## config.mk

```make
export PLATFORM = sky130hd
export DESIGN_NAME = binary_index_sequencer
export DESIGN_NICKNAME = d
export VERILOG_FILES = /design/src/rtl/binary_index_sequencer.sv
export SDC_FILE = /design/constraint.sdc
export NUM_CORES = 1
export LEC_CHECK = 0
export ABC_AREA = 1
export CAP_MARGIN = 10
export CORE_ASPECT_RATIO = 0.8
export CORE_MARGIN = 4
export CORE_UTILIZATION = 46
export DETAILED_ROUTE_END_ITERATION = 8
export PLACE_DENSITY = 0.76
export SLEW_MARGIN = 20
export SYNTH_ARGS = -nofsm -noshare
export SYNTH_HDL_FRONTEND = slang
export SYNTH_SLANG_ARGS = --single-unit
```

## constraint.sdc

```tcl
create_clock -name clock -period 1.65 [get_ports clock]
set_clock_uncertainty 0.15 [all_clocks]
set_input_delay 0.165 -clock clock [delete_from_list [all_inputs] [get_ports clock]]
set_output_delay 0.165 -clock clock [all_outputs]
set_load 0.05 [all_outputs]
```

## src/rtl/binary_index_sequencer.sv

```systemverilog
// binary_index_sequencer: emits the binary index of each set bit of an accepted mask, lowest first.
module binary_index_sequencer #(
  parameter int INDEX_WIDTH = 4,
  parameter int MASK_WIDTH  = 16
) (
  input  logic                   clock,
  input  logic                   reset,
  input  logic [MASK_WIDTH-1:0]  mask_in,
  input  logic                   mask_valid,
  output logic                   mask_ready,
  output logic [INDEX_WIDTH-1:0] index_out,
  output logic                   index_valid,
  input  logic                   index_ready,
  output logic                   index_last,
  output logic                   busy
);
  if (MASK_WIDTH < 1 || MASK_WIDTH > 2 ** INDEX_WIDTH) begin : g_bad_cfg
    $error("binary_index_sequencer: MASK_WIDTH must be in 1..2**INDEX_WIDTH");
  end
  typedef enum logic {IDLE, EMIT} state_t;
  state_t state, state_nxt;
  logic [MASK_WIDTH-1:0] pending, pending_nxt, low_bit;
  logic [INDEX_WIDTH-1:0] low_idx;
  logic last;
  always_comb begin
    low_idx = '0;
    for (int i = MASK_WIDTH - 1; i >= 0; i--)
      if (pending[i]) low_idx = INDEX_WIDTH'(i);
  end
  // Isolating the lowest set bit lets one subtraction drive both clear and last-detect.
  assign low_bit = pending & (~pending + MASK_WIDTH'(1));
  assign last    = (pending != '0) && ((pending & ~low_bit) == '0);
  always_comb begin
    state_nxt   = state;
    pending_nxt = pending;
    if (state == IDLE) begin
      if (mask_valid && mask_in != '0) begin
        pending_nxt = mask_in;
        state_nxt   = EMIT;
      end
    end else if (index_ready) begin
      pending_nxt = pending & ~low_bit;
      state_nxt   = last ? IDLE : EMIT;
    end
  end
  always_ff @(posedge clock or posedge reset) begin
    if (reset) begin
      state   <= IDLE;
      pending <= '0;
    end else begin
      state   <= state_nxt;
      pending <= pending_nxt;
    end
  end
  assign busy        = (state == EMIT);
  assign mask_ready  = !busy;
  assign index_valid = busy;
  assign index_out   = busy ? low_idx : '0;
  assign index_last  = busy && last;
endmodule

```

==> run_results.csv, run 1 <==
group,metric,value,unit
outcome,outcome,"aborted with a tool error",
outcome,stop_stage,"global routing",
outcome,error_line,"[ERROR GRT-0232] Routing congestion too high. Check the congestion heatmap in the GUI.",
timing,worstEndpointGrtRepair,"index_last",
clock_network,htreeDepth,1,
synth,synth.top_cells.by_count,"nand2_1, inv_1, o21ai_1, dfrtp_1, nor2_1",
synth,ys_types,30,
die,rows,17,
die,die_w,68.0,um
synth,yosys_warnings,0,
synth,yosys_register_bits,17,
die,ios,28,
global_routing,grt_max_degree,17,
placement,hpwl,3.52,mm
placement,portBuffers,27,
synth,synth-main-ff-cell,"dfrtp_1",
global_routing,gr-total-overflow,33,
synth,synthCells,191,
synth,synth.cell_area,1330,sq um
synth,syn_nets,211,
timing,worst-ep-kind,"top-level output",
clock_network,cts_made_buffers,3,
synth,yosysSeqAreaShare,32.1,%
die,die_h,56.0,um
synth,synth-edff-count,0,
global_routing,grt_usage,71.6,%
clock_network,root_buffer,"clkbuf_4",
clock_network,cts_sinks,17,
placement,post-place-ws,-0.444,ns
synth,synthDominantCellAreaShare,32.1,%
die,start_util,47.9,%
synth,yosys-top-cells-area,"dfrtp_1, nand2_1, o211ai_1",
synth,synth_area_leader_cell,"dfrtp_1",
synth,synthArstFlopShare,100,%
synth,syn_avg_cell_area,6.94,sq um
placement,dp_cells,305,
synth,synthMostInstantiatedCell,"nand2_1",
clock_network,cts_buffer_depth,2,
placement,gp_congestion,0.943,
==> per-stage QoR <==
| step | setup TNS (ns) | hold slack [ns] | cell area [sq um] |
|---|---|---|---|
| after CTS | -2.67 | 0.159 | 2400 |
| after detailed placement | -7.29 | 0.313 | 2210 |
| after global placement | -5.77 | 0.287 | 2210 |
| after floorplan | -0.721 | -0.0589 | 1390 |
==> cells by family after synthesis <==
kind of cell	synth area share [%]
and+or+nand+nor	33.8
AOI/OAI and AO/OA	22.1
buffers and inverters	12.0
DFF	32.1
==> repair_timing <==
item,in CTS
endpoints found under the hold margin,6
gates resized for setup,27
hold buffers,1
pin swaps,14
setup buffers,14
endpoints found under the setup margin,22
==> metal layers <==
layer / overflow / track usage [%]
met1: 0 / 71.5
met2: 14 / 81.2
met3: 1 / 61.0
met4: 17 / 75.1
met5: 1 / 25.0
==> run 2, diff against run 1 <==
- CORE_ASPECT_RATIO: 0.8 -> default
- CORE_UTILIZATION: 46 -> 32
- PLACE_DENSITY: 0.76 -> default
- PLACE_DENSITY_LB_ADDON: default -> 0.15
- clock period: 1.65 -> 2.1 ns (I/O delays scaled with it)
==> run_results.csv, run 2 <==
group,metric,value,unit
synth,synthDominantCellAreaShare,32.1,%
worst_setup_path,cp_slowest_cell,"dfrtp_1",
global_routing,grt_pass1_wl,6.35,mm
worst_setup_path,critPathMaxStageDelay,0.43,ns
die,core_region_area,4000,sq um
die,rows,23,
global_routing,gr-total-overflow,0,
timing,min_period,2.37,ns
timing,hold_violations,0,
clock_network,ctsHoldBuffers,0,
timing,fin_crit_sh,113,%
final_layout,layout_common_cells,"nand2_1, inv_1, buf_4, clkdlybuf4s50_1, o21ai_1",
worst_setup_path,rr_startpoint,"pending[5]",
synth,syn_nets,211,
die,start_util,33.1,%
final_layout,largest_reg_flops,16,
worst_setup_path,critPathTopFamily,"simple AND/OR/NAND/NOR gates",
route,wl_per_cell,12.8,um
timing,worst_pin_slew,0.517,ns
pwr,cellLeakagePower,0.942,nW
hold_path,min_path_type,"input pin to async pin",
clock_network,clock_latency,0.26,ns
final_layout,n_fill_cell,405,
worst_setup_path,start_kind,"flop",
synth,synthMostInstantiatedCell,"nand2_1",
synth,synthCells,191,
synth,yosys-top-cells-area,"dfrtp_1, nand2_1, o211ai_1",
clock_network,cts_buffer_depth,2,
placement,dp_cells,277,
timing,layout_setup_ws,-0.275,ns
worst_setup_path,crit_required,1.74,ns
worst_setup_path,ff2ff_path_depth,11,
final_layout,final_util,48.2,%
clock_network,cts_tree,"yes",
synth,synth.cell_area,1330,sq um
timing,rsz0062_at_grt,"true",
final_layout,regArea,427,sq um
synth,synth.top_cells.by_count,"nand2_1, inv_1, o21ai_1, dfrtp_1, nor2_1",
synth,synth-main-ff-cell,"dfrtp_1",
final_layout,nets,256,
synth,syn_avg_cell_area,6.94,sq um
final_layout,final_layout_size_suffix_gt1_share,26.0,%
flow_run,cap_violations,0,
route,drt_pass1_iterations,4,
timing,slew_headroom,65.5,%
clock_network,clkTransAtPathRegs,0.07,ns
placement,gp_congestion,0.855,
worst_setup_path,criticalPathCategory,"flop to primary output",
global_routing,grt_max_degree,33,
outcome,outcome,"finished with violations",
worst_setup_path,path_max_fanout,7,
synth,yosys_register_bits,17,
placement,hpwl,2.79,mm
final_layout,diodes,0,
outcome,violations,"negative setup slack",
route,wl,3.65,mm
timing,fmax,421,MHz
final_layout,area_delta_synth_final,45.4,%
timing,finalMaxSlewViolations,0,
synth,synth-edff-count,0,
synth,ys_types,30,
final_layout,multi_input_area,773,sq um
worst_setup_path,crit_buf_inv,1,
pwr,power_density,1650,nW/um^2
clock_network,cts_made_buffers,3,
synth,yosysSeqAreaShare,32.1,%
route,drc,0,
die,die_area,5230,sq um
placement,post-place-ws,-0.0359,ns
timing,setup-tns-final,-0.350,ns
final_layout,final_cell_area,1930,sq um
worst_setup_path,reg2reg_slack,0.18,ns
synth,synth_area_leader_cell,"dfrtp_1",
worst_setup_path,crit_arrival,2.01,ns
timing,setup_viol,3,
global_routing,grt_pass1_vias,1354,
route,drt_iter0_drc,50,
clock_network,htreeDepth,1,
global_routing,antenna_found_initial,0,
timing,hold_ws,0.122,ns
synth,yosys_warnings,0,
route,antenna_left,0,
worst_setup_path,rr_endpoint,"busy",
die,die_h,72.4,um
pwr,ir_worst_vdd,1810,uV
global_routing,grt_usage,15.5,%
placement,place_area,1820,sq um
final_layout,largest-register,"pending",
clock_network,cts_sinks,17,
route,num_vias,1384,
pwr,power,3.17,mW
die,die_w,72.4,um
final_layout,final_common_cell,"nand2_1",
worst_setup_path,worstPathCellList,"nor2_4 > nand2_4 > nor2_8 > nand2_4 > nand2_1 > nand2_1 > nor3_1 > nand4_1 > nor3_2 > buf_12",
route,routed_via_density,4.86,
placement,portBuffers,27,
synth,synthArstFlopShare,100,%
clock_network,root_buffer,"clkbuf_8",
die,ios,28,
final_layout,final_cells,285,
worst_setup_path,worstSetupEndpointType,"primary output",
==> run 2: cell families after synthesis <==
kind of cell    count (synthesis)  synth area share, %
buf+inv                        35                 12.0
simple gates                   90                 33.8
compound gates                 49                 22.1
flops                          17                 32.1
==> run 2: worst max path at each step <==
stage | end | from | slack [ns] | cells after the start
finish | index_last | pending[5] | -0.27 | 10
global route | index_last | pending[0] | -0.44 | 10
CTS | index_last | pending[2] | -0.27 | 10
detailed placement | pending[9] | mask_in[11] | -0.04 | 11
global placement | pending[9] | mask_in[7] | -0.0007 | 11
floorplan | index_out[2] | busy | -0.40 | 2
==> run 2: worst register-to-register path: cells and delay by family, from the launching register on <==
kind / cells / cell delay [ns]
AOI/OAI and AO/OA: 1 / 0.16
and+or+nand+nor: 9 / 0.93
buffers and inverters: 1 / 0.14
DFF: 1 / 0.43
==> run 2: routing by layer <==
metal  part of all wire, %  GRT usage, %
met4                  0.74          4.59
met2                    46          24.6
met3                   7.0          4.16
met5                     0             0
met1                    46          20.6
==> run 2: cell type report <==
class                           count  share of cell area (%)
Clock buffer                        4                    2.34
Inverter                           28                    6.36
Multi-Input combinational cell    139                    40.1
Sequential cell                    17                    22.1
Tap cell                           50                    3.25
Timing Repair Buffer               47                    25.8
==> run 2: repair_timing <==
action,CTS,global route
pin swaps,1,4
setup buffers,2,2
resized for setup,1,9
endpoints found under the setup margin,3,4
==> run 2: where the power goes <==
part	internal [mW]	switching, mW	leakage, nW	total [mW]
Clock	0.135	0.119	0.0228	0.254
Sequential	0.455	0.123	0.214	0.578
Combinational	1.03	1.31	0.705	2.34
Total	1.62	1.56	0.942	3.17
No activity file was read; power rests on OpenSTA's default activity.
==> run 3, diff against run 2 <==
- CTS_CLUSTER_DIAMETER: default -> 120
- CTS_CLUSTER_SIZE: default -> 20
==> results of run 3 <==
No change in the layout: final DEF, timing and power equal those of run 2.
==> run 4, diff against run 3 <==
- CTS_CLUSTER_SIZE: 20 -> default
==> results of run 4 <==
No change in the layout: final DEF, timing and power equal those of run 2.
